### src/rtl/lcd_bus_pkg.sv
// Shared constants for the 4-bit HD44780-style LCD bus (driver and receiver).
package lcd_bus_pkg;

  localparam int unsigned DDRAM_AW = 7;

  localparam logic [7:0] CMD_CLEAR          = 8'h01;
  localparam logic [7:0] CMD_HOME_MASK      = 8'hFE;
  localparam logic [7:0] CMD_HOME           = 8'h02;
  localparam logic [7:0] CMD_ENTRY_MASK     = 8'hFC;
  localparam logic [7:0] CMD_ENTRY          = 8'h04;
  localparam logic [7:0] CMD_SET_DDRAM_MASK = 8'h80;
  localparam logic [7:0] CMD_SET_DDRAM      = 8'h80;
  localparam logic [3:0] FUNC_4BIT_HI       = 4'b0010;

  typedef enum logic {
    HB_EMPTY,
    HB_HAVE_HI
  } half_state_e;

  function automatic logic cmd_match(input logic [7:0] b, input logic [7:0] mask,
                                     input logic [7:0] val);
    return (b & mask) == val;
  endfunction

endpackage

### src/rtl/lcd_bus_rx_if.sv
// LCD pin bundle: enable strobe, register select and D7..D4.
interface lcd_bus_rx_if;
  logic       en;
  logic       rs;
  logic [3:0] data;

  modport master (output en, output rs, output data);
  modport slave  (input  en, input  rs, input  data);
endinterface

### src/rtl/lcd_bus_sync.sv
// Synchronises the LCD pins and flags each falling edge of en as a registered strobe.
module lcd_bus_sync #(
  parameter int unsigned SYNC_STAGES = 2
) (
  input  logic       clk,
  input  logic       reset,
  input  logic       en,
  input  logic       rs,
  input  logic [3:0] data,
  output logic       strobe,
  output logic       rs_s,
  output logic [3:0] data_s
);

  logic [SYNC_STAGES-1:0] r_en_sync;
  logic [SYNC_STAGES-1:0] r_rs_sync;
  logic [3:0]             r_data_sync [SYNC_STAGES];
  logic                   r_en_prev;
  logic                   w_en_s;

  assign w_en_s = r_en_sync[SYNC_STAGES-1];

  always_ff @(posedge clk) begin
    if (reset) begin
      r_en_sync <= '0;
      r_rs_sync <= '0;
      for (int unsigned i = 0; i < SYNC_STAGES; i++) r_data_sync[i] <= '0;
      r_en_prev <= 1'b0;
      strobe    <= 1'b0;
      rs_s      <= 1'b0;
      data_s    <= '0;
    end else begin
      r_en_sync[0]   <= en;
      r_rs_sync[0]   <= rs;
      r_data_sync[0] <= data;
      for (int unsigned i = 1; i < SYNC_STAGES; i++) begin
        r_en_sync[i]   <= r_en_sync[i-1];
        r_rs_sync[i]   <= r_rs_sync[i-1];
        r_data_sync[i] <= r_data_sync[i-1];
      end
      r_en_prev <= w_en_s;
      // rs/data are re-registered alongside the strobe so they stay aligned with it
      strobe    <= r_en_prev & ~w_en_s;
      rs_s      <= r_rs_sync[SYNC_STAGES-1];
      data_s    <= r_data_sync[SYNC_STAGES-1];
    end
  end

endmodule

### src/rtl/lcd_bus_rx.sv
// LCD bus receiver: nibble reassembly, 8->4 bit mode switch, command decode and DDRAM cursor.
module lcd_bus_rx
  import lcd_bus_pkg::*;
#(
  parameter int unsigned SYNC_STAGES    = 2,
  parameter int unsigned NIBBLE_TIMEOUT = 1000
) (
  input  logic                clk,
  input  logic                reset,
  lcd_bus_rx_if.slave         bus,
  output logic                byte_valid,
  output logic [7:0]          byte_out,
  output logic                byte_rs,
  output logic                mode_4bit,
  output logic                wr_valid,
  output logic [DDRAM_AW-1:0] wr_addr,
  output logic [7:0]          wr_char,
  output logic                nibble_err
);

  localparam int unsigned CW = (NIBBLE_TIMEOUT > 1) ? $clog2(NIBBLE_TIMEOUT + 1) : 1;

  logic                w_strobe;
  logic                w_rs_s;
  logic [3:0]          w_data_s;
  half_state_e         r_state;
  half_state_e         w_state_nxt;
  logic [3:0]          r_hi;
  logic                r_hi_rs;
  logic [CW-1:0]       r_cnt;
  logic [DDRAM_AW-1:0] r_addr;
  logic                r_inc;
  logic                w_timeout;
  logic                w_emit;
  logic [7:0]          w_byte;
  logic                w_brs;
  logic                w_err;
  logic                w_load_hi;

  lcd_bus_sync #(.SYNC_STAGES(SYNC_STAGES)) u_sync (
    .clk    (clk),
    .reset  (reset),
    .en     (bus.en),
    .rs     (bus.rs),
    .data   (bus.data),
    .strobe (w_strobe),
    .rs_s   (w_rs_s),
    .data_s (w_data_s)
  );

  assign w_timeout = (NIBBLE_TIMEOUT != 0) && (r_cnt == CW'(NIBBLE_TIMEOUT - 1));

  always_ff @(posedge clk) begin
    if (reset) r_state <= HB_EMPTY;
    else       r_state <= w_state_nxt;
  end

  always_comb begin
    w_state_nxt = r_state;
    if (mode_4bit) begin
      case (r_state)
        HB_EMPTY:   if (w_strobe) w_state_nxt = HB_HAVE_HI;
        HB_HAVE_HI: begin
          if (w_strobe) begin
            if (w_rs_s == r_hi_rs) w_state_nxt = HB_EMPTY;
          end else if (w_timeout) begin
            w_state_nxt = HB_EMPTY;
          end
        end
        default:    w_state_nxt = HB_EMPTY;
      endcase
    end
  end

  // A strobe coinciding with the timeout is checked first, so it completes the byte.
  always_comb begin
    w_emit    = 1'b0;
    w_byte    = '0;
    w_brs     = 1'b0;
    w_err     = 1'b0;
    w_load_hi = 1'b0;
    if (!mode_4bit) begin
      if (w_strobe) begin
        w_emit = 1'b1;
        w_byte = {w_data_s, 4'h0};
        w_brs  = w_rs_s;
      end
    end else if (r_state == HB_EMPTY) begin
      w_load_hi = w_strobe;
    end else if (w_strobe) begin
      if (w_rs_s == r_hi_rs) begin
        w_emit = 1'b1;
        w_byte = {r_hi, w_data_s};
        w_brs  = r_hi_rs;
      end else begin
        w_err     = 1'b1;
        w_load_hi = 1'b1;
      end
    end else begin
      w_err = w_timeout;
    end
  end

  always_ff @(posedge clk) begin
    if (reset) begin
      r_hi       <= '0;
      r_hi_rs    <= 1'b0;
      r_cnt      <= '0;
      r_addr     <= '0;
      r_inc      <= 1'b1;
      byte_valid <= 1'b0;
      byte_out   <= '0;
      byte_rs    <= 1'b0;
      mode_4bit  <= 1'b0;
      wr_valid   <= 1'b0;
      wr_addr    <= '0;
      wr_char    <= '0;
      nibble_err <= 1'b0;
    end else begin
      byte_valid <= w_emit;
      wr_valid   <= w_emit && w_brs;
      nibble_err <= w_err;
      if (w_load_hi) begin
        r_hi    <= w_data_s;
        r_hi_rs <= w_rs_s;
        r_cnt   <= '0;
      end else if (r_state == HB_HAVE_HI && !w_strobe) begin
        r_cnt <= w_timeout ? '0 : r_cnt + 1'b1;
      end
      if (w_emit) begin
        byte_out <= w_byte;
        byte_rs  <= w_brs;
        if (w_brs) begin
          wr_addr <= r_addr;
          wr_char <= w_byte;
          r_addr  <= r_inc ? r_addr + 1'b1 : r_addr - 1'b1;
        end else begin
          if (!mode_4bit && w_byte[7:4] == FUNC_4BIT_HI) mode_4bit <= 1'b1;
          if (cmd_match(w_byte, CMD_SET_DDRAM_MASK, CMD_SET_DDRAM)) begin
            r_addr <= w_byte[DDRAM_AW-1:0];
          end else if (cmd_match(w_byte, CMD_ENTRY_MASK, CMD_ENTRY)) begin
            r_inc <= w_byte[1];
          end else if (cmd_match(w_byte, CMD_HOME_MASK, CMD_HOME)) begin
            r_addr <= '0;
          end else if (w_byte == CMD_CLEAR) begin
            r_addr <= '0;
            r_inc  <= 1'b1;
          end
        end
      end
    end
  end

endmodule

### src/flat_wrapper.sv
// flat-port wrapper written by rule: the top's interface ports become plain ports
module lcd_bus_rx_flat import lcd_bus_pkg::*;
#(
  parameter int unsigned SYNC_STAGES    = 2,
  parameter int unsigned NIBBLE_TIMEOUT = 1000
)
  (clk, reset, byte_valid, byte_out, byte_rs, mode_4bit, wr_valid, wr_addr, wr_char, nibble_err, bus_en, bus_rs, bus_data);
  lcd_bus_rx_if bus_i ();
  input  logic clk;
  input  logic reset;
  output logic byte_valid;
  output logic [7:0] byte_out;
  output logic byte_rs;
  output logic mode_4bit;
  output logic wr_valid;
  output logic [DDRAM_AW-1:0] wr_addr;
  output logic [7:0] wr_char;
  output logic nibble_err;
  input wire logic [$bits(bus_i.en)-1:0] bus_en;
  input wire logic [$bits(bus_i.rs)-1:0] bus_rs;
  input wire logic [$bits(bus_i.data)-1:0] bus_data;
  assign bus_i.en = bus_en;
  assign bus_i.rs = bus_rs;
  assign bus_i.data = bus_data;
  lcd_bus_rx #(.SYNC_STAGES(SYNC_STAGES), .NIBBLE_TIMEOUT(NIBBLE_TIMEOUT)) u_core (.clk(clk), .reset(reset), .bus(bus_i), .byte_valid(byte_valid), .byte_out(byte_out), .byte_rs(byte_rs), .mode_4bit(mode_4bit), .wr_valid(wr_valid), .wr_addr(wr_addr), .wr_char(wr_char), .nibble_err(nibble_err));
endmodule
### config.mk
export PLATFORM = sky130hd
export DESIGN_NAME = lcd_bus_rx_flat
export DESIGN_NICKNAME = d
export VERILOG_FILES = /design/src/rtl/lcd_bus_pkg.sv /design/src/rtl/lcd_bus_rx_if.sv /design/src/rtl/lcd_bus_sync.sv /design/src/rtl/lcd_bus_rx.sv /design/src/flat_wrapper.sv
export SDC_FILE = /design/constraint.sdc
export NUM_CORES = 1
export LEC_CHECK = 0
export ABC_AREA = 1
export ABC_CLOCK_PERIOD_IN_PS = 4400
export BUFFER_PORTS_ARGS = -buffer_cell sky130_fd_sc_hd__buf_2
export CAP_MARGIN = 15
export CORE_MARGIN = 2
export CORE_UTILIZATION = 40
export CTS_CLUSTER_SIZE = 30
export DETAILED_ROUTE_END_ITERATION = 10
export PLACE_DENSITY = 0.59
export SLEW_MARGIN = 25
export SYNTH_ARGS = -nofsm -noshare
export SYNTH_HDL_FRONTEND = slang
export SYNTH_HIERARCHICAL = 1
export SYNTH_SLANG_ARGS = --single-unit
### constraint.sdc
create_clock -name clk -period 4.4 [get_ports clk]
set_input_delay 1.32 -clock clk [delete_from_list [all_inputs] [get_ports clk]]
set_output_delay 1.32 -clock clk [all_outputs]
set_load 0.005 [all_outputs]
Word-level counts from Yosys, hierarchy flattened. Memories as Yosys holds them, arrays and structs flattened. A register that Yosys moved wholly into a read port is not among the register bits. Cells that the tools add are included.

Add/subtract/negate cells: 3. Equality and inequality tests: 8. Mux-type cells: 38. Bitwise logic cells: 8. Reductions and logical operators: 13.

Operators with widths (number): 7-bit 2-to-1 mux (6); 8-bit 2-to-1 mux (5); 1-bit 2-to-1 mux (23); 10-bit by 1-bit adder with 10-bit output (second input constant) (1); 10-bit equality test (second input constant) (1); 10-bit 2-to-1 mux (1); 8-bit by 1-bit equality test with 1-bit output (second input constant) (1); 4-bit 2-to-1 mux (2); 7-bit by 1-bit adder with 7-bit output (second input constant) (1); 7-bit by 1-bit equality test with 1-bit output (second input constant) (1); 7-bit by 1-bit subtractor with 7-bit output (second input constant) (1); 6-bit by 1-bit equality test with 1-bit output (second input constant) (1); 3-bit AND reduction (2); 1-bit inverter (5); 5-bit AND reduction (1); 4-bit by 2-bit equality test with 1-bit output (second input constant) (1); 4-bit nonzero test (1); 1-bit logical AND (3); 3-bit by 1-bit != test with 1-bit output (second input constant) (1); 3-bit OR reduction (1); 1-bit zero test (2); 2-bit by 1-bit != test with 1-bit output (second input constant) (1); 1-bit OR (2); 1-bit one-hot mux with 2 select lines (1); 5 further kinds (5).

Flip-flop bits (word level): 59. Bits in writable memories: 8. Memories kept: 1.

Memories: u_core.u_sync.r_data_sync (words 2, width 4, rd ports 2, clocked after memory_dff 1, wr ports 2, line lcd_bus_sync.sv:17) `logic [3:0] r_data_sync [SYNC_STAGES];`.

Logic depth before layout (Yosys ltp). Gate-level depths: netlist (run 1).

Depth in word-level cells: 11. Depth in mapped cells: 13.

Modules after synthesis. Netlist (run 1), hierarchy kept.

Modules (own cells, without submodules): lcd_bus_rx (times used 1, cells an instance 360, area each 2577.5 um^2, sequential area each 1041.0 um^2); lcd_bus_sync (times used 1, cells an instance 59, area each 549.3 um^2, sequential area each 380.4 um^2).

Worst setup path before layout (run 1). Ideal clock, no wire load.

Path kind: input port to flip-flop. From: input port reset. To: register u_core.r_cnt[7]. Library setup time: 0.126 ns. Arrival: 2.071 ns. Data required time: 4.274 ns. Setup slack: 2.204 ns. Stages: 6. Path buffers: 1. Cell sequence: clkbuf_1 > inv_1 > nand2_1 > inv_1 > o21ai_2 > nor3b_1.

Word-level cells in the longest chain between the ends: 1.

Ends and longest elaborated chain: from (decl) (line flat_wrapper.sv:10) `input logic reset;`; 2-bit OR reduction (no line); to (signal assigned) (line lcd_bus_rx.sv:128) `r_cnt <= w_timeout ? '0 : r_cnt + 1'b1;`; to (decl) (line lcd_bus_rx.sv:30) `logic [CW-1:0] r_cnt;`.

No other way between the ends. A chain may end at the register's enable or synchronous reset.

Worst setup path in the final report (run 1).
From: register u_core.mode_4bit. To: output port mode_4bit.

RTL lines: from (decl) (line lcd_bus_rx.sv:14) `output logic mode_4bit,`; from (signal assigned) (line lcd_bus_rx.sv:114) `mode_4bit <= 1'b0;`; from (signal assigned) (line lcd_bus_rx.sv:138) `if (!mode_4bit && w_byte[7:4] == FUNC_4BIT_HI) mode_4bit <= 1'b1;`; to (decl) (line flat_wrapper.sv:14) `output logic mode_4bit;`.

No word-level cell between the ends.

==> metrics.cfg, run 1 <==
[detailed_routing]
drt-pass1-iter-count=4
ant_nets=0
drt_wl_total_um=6590
first_iter_violations=115
via_per_inst=4.73
num_vias=2643
wl_per_cell_um=11.8
drc=0

[critical_path]
ff2ff_path_depth=13
path_delay_family=flip-flops
crit_type=flop to primary output
cp.arrival_ns=1.15
path_cells=buf_2
crit_fanout=15
start_kind=flop
cp.depth=1
slowest_stage=dfxtp_1
max_stage_delay_ns=0.61
crit_buf_inv=1
crit_path_end_kind=primary output
cp.required_ns=3.08

[logic_synthesis]
synthFlopType=dfxtp_1
postSynthAreaPerCell_um2=7.46
syn-num-nets=435
synth_edf_count=0
syn-cell-area_um2=3130
synth.distinct_cells=35
ys_ff_latch=71
seq_area_frac_synth_pct=45.5
postSynth.asyncResetShare_pct=0
yosysWarnings=6
syn-instance-count=419

[layout]
seq_area_um2=1420
fin_nets=469
syn_to_final_growth_pct=13.3
fillers=804
multiInputGateArea_um2=1410
drive_gt1_share_pct=16.8
final_common_cell=nand2_1
mostFrequentLayoutCells=nand2_1 (81), dfxtp_1 (71), nor2_1 (67)
insertedDiodeCount=0

[sta]
grt_setup_unrepaired=no
finalSetupViolations=0
fin_skew_ns=0.00954
tightest_slew_ns=0.460
slew_viol_final=0
maxSlewHeadroom_pct=69.3
whs_ns=0.403
hold_viol_final=0
fin_tns_setup_ns=0
period_share_pct=56.1
fmax_mhz=405
min_period_ns=2.47

[cts]
cts.clk_slew.worst_paths_ns=0.07
htree_levels=3
cts_tree=yes
insertion_delay_ns=0.35
cts_hold_buffers=0
clockBufferDepth=2
clock_sinks=71
cts_setup_buffers=0
cts_buffers=9
postCtsResizedCells=0
root_buffer=clkbuf_8

[floorplanning]
io_pins=36
die_w_um=92.4
dieArea_um2=8540
core_area_um2=7650
start_util_pct=40.9
rows=32
fp.dieH_um=92.4

[global_routing]
grt_use_total_pct=16.5
antenna_found_initial=0
grt_max_degree=37
grt-ovfl-total=0
grt_pass1_wl_um=11200
grt_pass1_vias=2433

[power]
pwr-share-comb_pct=2.4
switchingPower_uw=254
p_sw_share_pct=21.1
power_mw=1.20
power_density_nw_per_um2=339
power.leakage_nw=1.61
clkPwrFrac_pct=43.3
vdd_drop_max_mv=0.275
seqPwrFrac_pct=54.4
p_int_uw=947

[job]
max_cap_violations=0

[hold_path]
hold_class=flop to flop
hold_depth=2

[place]
hpwlAfterDp_um=4820
gp_congestion=0.878
portBuffers=35

[outcome]
status=finished clean

cell type report:
cell class	instances	area share, %
Clock buffer	12	4.38
Clock inverter	3	1.20
Sequential cell	71	40.1
Multi-Input combinational cell	282	39.8
Tap cell	102	3.60
Timing Repair Buffer	37	5.37
Inverter	52	5.51
power groups by stage:
stage	logic (mW)	clock network (mW)	registers, mW
after global routing	0.0328	0.560	0.653
after CTS	0.0290	0.534	0.653
after detailed placement	0.0290	0	0.668
after global placement	0.0282	0	0.667
after floorplan	0.0226	0	0.666
final	0.0285	0.520	0.653
through the flow:
stage	area, um2	cells	util, %	worst slack [ns]
floorplan	3130	419	-	2.20
global placement	3350	544	43.8	1.88
detailed placement	3350	544	43.8	1.79
CTS	3540	559	46.3	1.91
global route	3540	559	46.3	1.84
finish	3540	559	46.3	1.93
kinds of logic after synthesis:
family                   after synthesis  synth area share (%)
XOR/XNOR                               6                  1.68
adder cells (fa/ha/maj)                8                  3.44
buffers and inverters                 66                  9.40
AND/OR/NAND/NOR                      204                  29.0
AO/OA/AOI/OAI                         64                  11.0
flip-flops                            71                  45.5
metal layers:
metal | vias to the layer above | track usage (%) | wire length, um
li1 | 1390 | - | -
met1 | 1200 | 21.7 | 3260
met2 | 46 | 26.3 | 3010
met3 | 7 | 4.56 | 246
met4 | 0 | 5.60 | 79
met5 | - | 0 | 0
state kept, by name, summed over array words and instances (netlist names), 2 cells and up:
register,flops
u_core/r_hi,4
u_core/u_sync/r_en_sync,2
u_core/r_cnt,10
u_core/u_sync/r_rs_sync,2
u_core/r_addr,7
u_core/byte_out,8
u_core/u_sync/data_s,4
u_core/wr_char,8
u_core/wr_addr,7
u_core/u_sync/r_data_sync,8
worst register-to-register path: stages (launching register included):
cell	delay (ns)
dfxtp_1	0.33
ha_1	0.30
inv_2	0.10
nand2_1	0.06
nand2_1	0.13
nand2_2	0.22
inv_2	0.27
o21ai_0	0.13
nand3_1	0.14
nand3_2	0.22
nand2_1	0.20
nand2_1	0.06
nand2_1	0.05
nor2_1	0.03
synthesized netlist by cell type, types with 3 or more instances:
master | count | area [um2]
inv_1 | 46 | 173
ha_1 | 7 | 87.6
buf_4 | 3 | 22.5
clkbuf_1 | 6 | 22.5
nor3_1 | 4 | 20.0
nor2_2 | 6 | 37.5
buf_6 | 3 | 33.8
nand2_1 | 81 | 304
inv_2 | 6 | 22.5
o21ai_0 | 19 | 95.1
o22ai_1 | 3 | 18.8
nand2_2 | 6 | 37.5
nand3_1 | 23 | 115
dfxtp_1 | 71 | 1420
nor2_1 | 67 | 251
a21oi_1 | 34 | 170
nand3b_1 | 7 | 52.6
xnor2_1 | 4 | 35.0
worst paths after layout:
check,slack [ns],startpoint,to
max,1.93,u_core/mode_4bit$_SDFFE_PP0P_,mode_4bit
min reg2reg,0.40,u_core/u_sync/r_data_sync[1][1]$_SDFF_PP0_,u_core/u_sync/data_s[1]$_SDFF_PP0_
min,0.40,u_core/u_sync/r_data_sync[1][1]$_SDFF_PP0_,u_core/u_sync/data_s[1]$_SDFF_PP0_
max reg2reg,2.06,u_core/u_sync/rs_s$_SDFF_PP0_,u_core/r_addr[6]$_SDFFE_PP0P_
(Power assumes the default switching activity.)
==> run 2: changes to the inputs <==
--- a/config.mk
+++ b/config.mk
@@ -6,7 +6,7 @@
 export NUM_CORES = 1
 export LEC_CHECK = 0
 export ABC_AREA = 1
-export ABC_CLOCK_PERIOD_IN_PS = 4400
+export ABC_CLOCK_PERIOD_IN_PS = 2600
 export BUFFER_PORTS_ARGS = -buffer_cell sky130_fd_sc_hd__buf_2
 export CAP_MARGIN = 15
 export CORE_MARGIN = 2
==> constraint.sdc (replaced) <==
create_clock -name clk -period 2.6 [get_ports clk]
set_input_delay 0.78 -clock clk [delete_from_list [all_inputs] [get_ports clk]]
set_output_delay 0.78 -clock clk [all_outputs]
set_load 0.005 [all_outputs]
==> run 2 against run 1 <==
Compared with the run above:
- sequential share of layout area down 0.16 points
- largest power group unchanged
- critical endpoint is now u_core/r_addr[6]$_SDFFE_PP0P_
- clock power up 62%
- via count up 1.4%
==> metrics.cfg, run 2 (synthesis results as in run 1) <==
[cts]
cts.clk_slew.worst_paths_ns=0.07  ; about the same
cts_hold_buffers=0  ; unchanged
root_buffer=clkbuf_8  ; unchanged
postCtsResizedCells=0  ; unchanged
cts_setup_buffers=0  ; unchanged
insertion_delay_ns=0.34  ; was 0.35 ns
cts_tree=yes  ; unchanged
clock_sinks=71  ; unchanged
htree_levels=3  ; unchanged
cts_buffers=9  ; unchanged
clockBufferDepth=2  ; unchanged

[sta]
maxSlewHeadroom_pct=67.4  ; was 69.3%
fin_tns_setup_ns=0  ; unchanged
tightest_slew_ns=0.488  ; was 0.460 ns
grt_setup_unrepaired=no  ; unchanged
period_share_pct=86.8
slew_viol_final=0  ; unchanged
hold_viol_final=0  ; unchanged
min_period_ns=2.26
finalSetupViolations=0  ; unchanged
fmax_mhz=443
fin_skew_ns=0.0118  ; was 0.00954 ns

[power]
clkPwrFrac_pct=42.3  ; was 43.3%
power_density_nw_per_um2=562  ; was 339 nW/um2
p_int_mw=1.55  ; was 947 uW
seqPwrFrac_pct=55.3  ; was 54.4%
p_sw_share_pct=22.2  ; was 21.1%
switchingPower_uw=444  ; was 254 uW
pwr-share-comb_pct=2.4  ; about the same
power_mw=2.00  ; was 1.20 mW
power.leakage_nw=1.62  ; was 1.61 nW
vdd_drop_max_mv=0.423  ; was 0.275 mV

[floorplanning]
io_pins=36  ; unchanged
core_area_um2=7650  ; unchanged
start_util_pct=40.9  ; unchanged
fp.dieH_um=92.4  ; unchanged
die_w_um=92.4  ; unchanged
rows=32  ; unchanged
dieArea_um2=8540  ; unchanged

[global_routing]
grt-ovfl-total=0  ; unchanged
grt_max_degree=37  ; unchanged
grt_use_total_pct=16.5  ; about the same
grt_pass1_wl_um=11200  ; about the same
grt_pass1_vias=2430  ; was 2433
antenna_found_initial=0  ; unchanged

[layout]
syn_to_final_growth_pct=13.8  ; was 13.3%
drive_gt1_share_pct=17.6  ; was 16.8%
mostFrequentLayoutCells=nand2_1 (81), dfxtp_1 (71), nor2_1 (67)  ; unchanged
regMostFlops=u_core/r_cnt  ; unchanged
largest_reg_flops=10  ; unchanged
insertedDiodeCount=0  ; unchanged
fin_nets=472  ; was 469
final_common_cell=nand2_1  ; unchanged

[job]
max_cap_violations=0  ; unchanged

[place]
gp_congestion=0.849  ; was 0.878
hpwlAfterDp_um=4850  ; was 4820 um
portBuffers=35  ; unchanged

[detailed_routing]
ant_nets=0  ; unchanged
drc=0  ; unchanged
via_per_inst=4.76  ; was 4.73
wl_per_cell_um=11.9  ; was 11.8 um
drt_wl_total_um=6700  ; was 6590 um
drt-pass1-iter-count=4  ; unchanged
first_iter_violations=115  ; unchanged
num_vias=2679  ; was 2643

[critical_path]
start_kind=flop  ; unchanged
crit_type=flop to flop  ; was flop to primary output
cp.required_ns=2.83  ; was 3.08 ns
crit_path_end_kind=flop  ; was primary output
cp.arrival_ns=2.49  ; was 1.15 ns
crit_fanout=13  ; was 15

[hold_path]
hold_class=flop to flop  ; unchanged

[outcome]
status=finished clean  ; unchanged

run 2: cell count changes in the layout (fill, tap and decap cells not counted), sizes merged:
cell,previous run,this run
clkbuf,12,10
clkinv,1,4
buf,37,40
run 2: worst paths after layout:
check	startpoint	end	slack [ns]	cells after the start
max reg2reg	u_core/u_sync/rs_s$_SDFF_PP0_	u_core/r_addr[6]$_SDFFE_PP0P_	0.34	13
max	u_core/u_sync/rs_s$_SDFF_PP0_	u_core/r_addr[6]$_SDFFE_PP0P_	0.34	13
min	u_core/u_sync/r_data_sync[1][2]$_SDFF_PP0_	u_core/u_sync/data_s[2]$_SDFF_PP0_	0.40	2
min reg2reg	u_core/u_sync/r_data_sync[1][2]$_SDFF_PP0_	u_core/u_sync/data_s[2]$_SDFF_PP0_	0.40	2
run 2: critical path: stages, from the launching register on:
cell and delay (ns):
dfxtp_1 0.33, ha_1 0.30, inv_2 0.10, nand2_1 0.06
nand2_1 0.11, nand2_2 0.20, inv_2 0.26, o21ai_0 0.12
nand3_1 0.13, nand3_2 0.20, nand2_1 0.19, nand2_1 0.06
nand2_1 0.05, nor2_1 0.04
run 2: power groups by stage:
stage / Clock, mW / Sequential (mW) / Combinational [mW]
2_1_floorplan: 0 / 1.13 / 0.0382
3_3_place_gp: 0 / 1.13 / 0.0486
3_5_place_dp: 0 / 1.13 / 0.0494
4_1_cts: 0.865 / 1.10 / 0.0494
5_1_grt: 0.904 / 1.11 / 0.0560
6_report: 0.844 / 1.10 / 0.0486
run 2: layer usage:
layer	vias up	GRT usage (%)	wire [um]	part of all wire, %
met5	-	0	0	0
met4	0	7.09	116	1.7
met3	10	2.69	227	3.4
met2	49	27.0	3060	46
met1	1222	21.4	3290	49
li1	1398	-	-	-
run 2: layout make-up:
type	count	area, um2
tap	102	128
timing repair buffer	40	213
clock buffer	10	128
fill	767	4090
inverter	52	195
sequential	71	1420
multi-input combinational	282	1410
clock inverter	6	61.3
run 2: per-stage QoR:
stage | instances | hold WS (ns) | worst slack (ns) | util, % | area [um2]
2_1_floorplan | 419 | 0.388 | 0.887 | - | 3130
3_3_place_gp | 547 | 0.390 | 0.455 | 44.0 | 3370
3_5_place_dp | 547 | 0.394 | 0.383 | 44.0 | 3370
4_1_cts | 563 | 0.402 | 0.359 | 46.5 | 3560
5_1_grt | 563 | 0.421 | 0.0852 | 46.5 | 3560
6_report | 563 | 0.398 | 0.342 | 46.5 | 3560
==> run 3: changes to the inputs <==
--- a/config.mk
+++ b/config.mk
@@ -11,6 +11,7 @@
 export CAP_MARGIN = 15
 export CORE_MARGIN = 2
 export CORE_UTILIZATION = 40
+export CTS_BUF_LIST = sky130_fd_sc_hd__clkbuf_4
 export CTS_CLUSTER_SIZE = 30
 export DETAILED_ROUTE_END_ITERATION = 10
 export PLACE_DENSITY = 0.59
==> run 3 against run 2 <==
Compared with the run above:
- setup slack about the same
- critical path depth is the same
- hold slack worse by 0.0039 ns
- clock power fell by 19%
- clock skew grew 0.0068 ns
- utilization decreased by 0.69 points
- critical endpoint unchanged
- cell count is the same
- non-clock buffer count unchanged
- fmax is essentially flat
- sequential share of layout area up 0.60 points
- total power decreased by 7.9%
- largest cell class unchanged
- design area shrank 1.5%
==> metrics.cfg, run 3 (synthesis results as in run 1) <==
[critical_path]
path_delay_family=simple AND/OR/NAND/NOR gates  ; unchanged
crit_buf_inv=2  ; unchanged
crit_path_end_kind=flop  ; unchanged
path_cells=ha_1, inv_2, nand2_1, nand2_1, nand2_2, inv_2, o21ai_0, nand3_1, nand3_2, nand2_1, nand2_1, nand2_1, nor2_1  ; unchanged
crit_fanout=13  ; unchanged
path_common_cell=nand2_1  ; unchanged
cp.required_ns=2.91  ; was 2.83 ns
max_stage_delay_ns=0.34  ; was 0.33 ns
start_kind=flop  ; unchanged
cp.arrival_ns=2.56  ; was 2.49 ns
ff2ff_path_depth=13  ; unchanged
cp.depth=13  ; unchanged
crit_type=flop to flop  ; unchanged
slowest_stage=dfxtp_1  ; unchanged

[floorplanning]
io_pins=36  ; unchanged
rows=32  ; unchanged
fp.dieH_um=92.4  ; unchanged
die_w_um=92.4  ; unchanged
start_util_pct=40.9  ; unchanged
dieArea_um2=8540  ; unchanged
core_area_um2=7650  ; unchanged

[global_routing]
grt_max_degree=37  ; unchanged
grt_pass1_vias=2431  ; was 2430
grt_pass1_wl_um=11300  ; was 11200 um
antenna_found_initial=0  ; unchanged
grt-ovfl-total=0  ; unchanged
grt_use_total_pct=16.7  ; was 16.5%

[hold_path]
hold_depth=2  ; unchanged
hold_class=flop to flop  ; unchanged

[detailed_routing]
drt_wl_total_um=6690  ; was 6700 um
drc=0  ; unchanged
ant_nets=0  ; unchanged
wl_per_cell_um=11.9  ; about the same
first_iter_violations=127  ; was 115
via_per_inst=4.77  ; was 4.76
drt-pass1-iter-count=7  ; was 4
num_vias=2685  ; was 2679

[cts]
cts_hold_buffers=0  ; unchanged
root_buffer=clkbuf_4  ; was clkbuf_8
insertion_delay_ns=0.41  ; was 0.34 ns
cts_buffers=9  ; unchanged
cts.clk_slew.worst_paths_ns=0.11  ; was 0.07 ns
clockBufferDepth=2  ; unchanged
htree_levels=3  ; unchanged
cts_setup_buffers=0  ; unchanged
clock_sinks=71  ; unchanged
cts_tree=yes  ; unchanged
postCtsResizedCells=0  ; unchanged

[sta]
period_share_pct=86.8  ; about the same
slew_viol_final=0  ; unchanged
maxSlewHeadroom_pct=67.7  ; was 67.4%
tightest_slew_ns=0.484  ; was 0.488 ns
fin_tns_setup_ns=0  ; unchanged
min_period_ns=2.26  ; about the same
fmax_mhz=443  ; about the same
finalSetupViolations=0  ; unchanged
grt_setup_unrepaired=no  ; unchanged
fin_skew_ns=0.0186  ; was 0.0118 ns
hold_viol_final=0  ; unchanged

[layout]
regMostFlops=u_core/r_cnt  ; unchanged
mostFrequentLayoutCells=nand2_1 (81), dfxtp_1 (71), nor2_1 (67)  ; unchanged
drive_gt1_share_pct=17.8  ; was 17.6%
largest_reg_flops=10  ; unchanged
final_common_cell=nand2_1  ; unchanged
syn_to_final_growth_pct=12.1  ; was 13.8%
insertedDiodeCount=0  ; unchanged
fin_nets=472  ; unchanged

[place]
gp_congestion=0.849  ; unchanged
portBuffers=35  ; unchanged
hpwlAfterDp_um=4850  ; unchanged

[job]
max_cap_violations=0  ; unchanged

[power]
vdd_drop_max_mv=0.272  ; was 0.423 mV
power_density_nw_per_um2=525  ; was 562 nW/um2
power_mw=1.84  ; was 2.00 mW
power.leakage_nw=1.60  ; was 1.62 nW

[outcome]
status=finished clean  ; unchanged

==> run 3: per-layer routing <==
| layer | wire (um) | part of all wire, % | GRT usage (%) | vias up |
|---|---|---|---|---|
| met4 | 96 | 1.4 | 6.72 | 0 |
| met2 | 3080 | 46 | 27.1 | 51 |
| met3 | 302 | 4.5 | 3.66 | 9 |
| li1 | - | - | - | 1401 |
| met5 | 0 | 0 | 0 | - |
| met1 | 3200 | 48 | 21.5 | 1224 |
==> run 3: tightest hold or removal path, delay by kind of cell, from the launching register on <==
family	cells	cell delay (ns)
AND/OR/NAND/NOR	1	0.03
flip-flops	1	0.31
buffers and inverters	1	0.04
==> run 3: stage by stage <==
| stage | cell area [um2] | setup slack, ns | util, % | hold slack (ns) | cells |
|---|---|---|---|---|---|
| floorplan | 3130 | 0.887 | - | 0.388 | 419 |
| global placement | 3370 | 0.455 | 44.0 | 0.390 | 547 |
| detailed placement | 3370 | 0.383 | 44.0 | 0.394 | 547 |
| CTS | 3500 | 0.344 | 45.8 | 0.402 | 563 |
| global route | 3500 | 0.0750 | 45.8 | 0.419 | 563 |
| finish | 3500 | 0.342 | 45.8 | 0.394 | 563 |
==> run 3: worst paths after layout <==
check                                                                start  slack, ns                                         end
worst max-delay path                         u_core/u_sync/rs_s$_SDFF_PP0_       0.34               u_core/r_addr[6]$_SDFFE_PP0P_
worst min-delay path            u_core/u_sync/r_data_sync[0][0]$_SDFF_PP0_       0.39  u_core/u_sync/r_data_sync[1][0]$_SDFF_PP0_
worst max register to register               u_core/u_sync/rs_s$_SDFF_PP0_       0.34               u_core/r_addr[6]$_SDFFE_PP0P_
worst min register to register  u_core/u_sync/r_data_sync[0][0]$_SDFF_PP0_       0.39  u_core/u_sync/r_data_sync[1][0]$_SDFF_PP0_
==> run 3: layout make-up <==
type | instances | area, um2
clock buffer | 10 | 75.1
sequential | 71 | 1420
clock inverter | 6 | 61.3
inverter | 52 | 195
fill | 769 | 4140
multi-input combinational | 282 | 1410
tap | 102 | 128
timing repair buffer | 40 | 213
==> run 3: power breakdown <==
| part | total, mW | internal (mW) | switching (mW) |
|---|---|---|---|
| registers | 1.11 | 1.10 | 0.00604 |
| logic | 0.0482 | 0.0153 | 0.0329 |
| clock network | 0.686 | 0.301 | 0.385 |
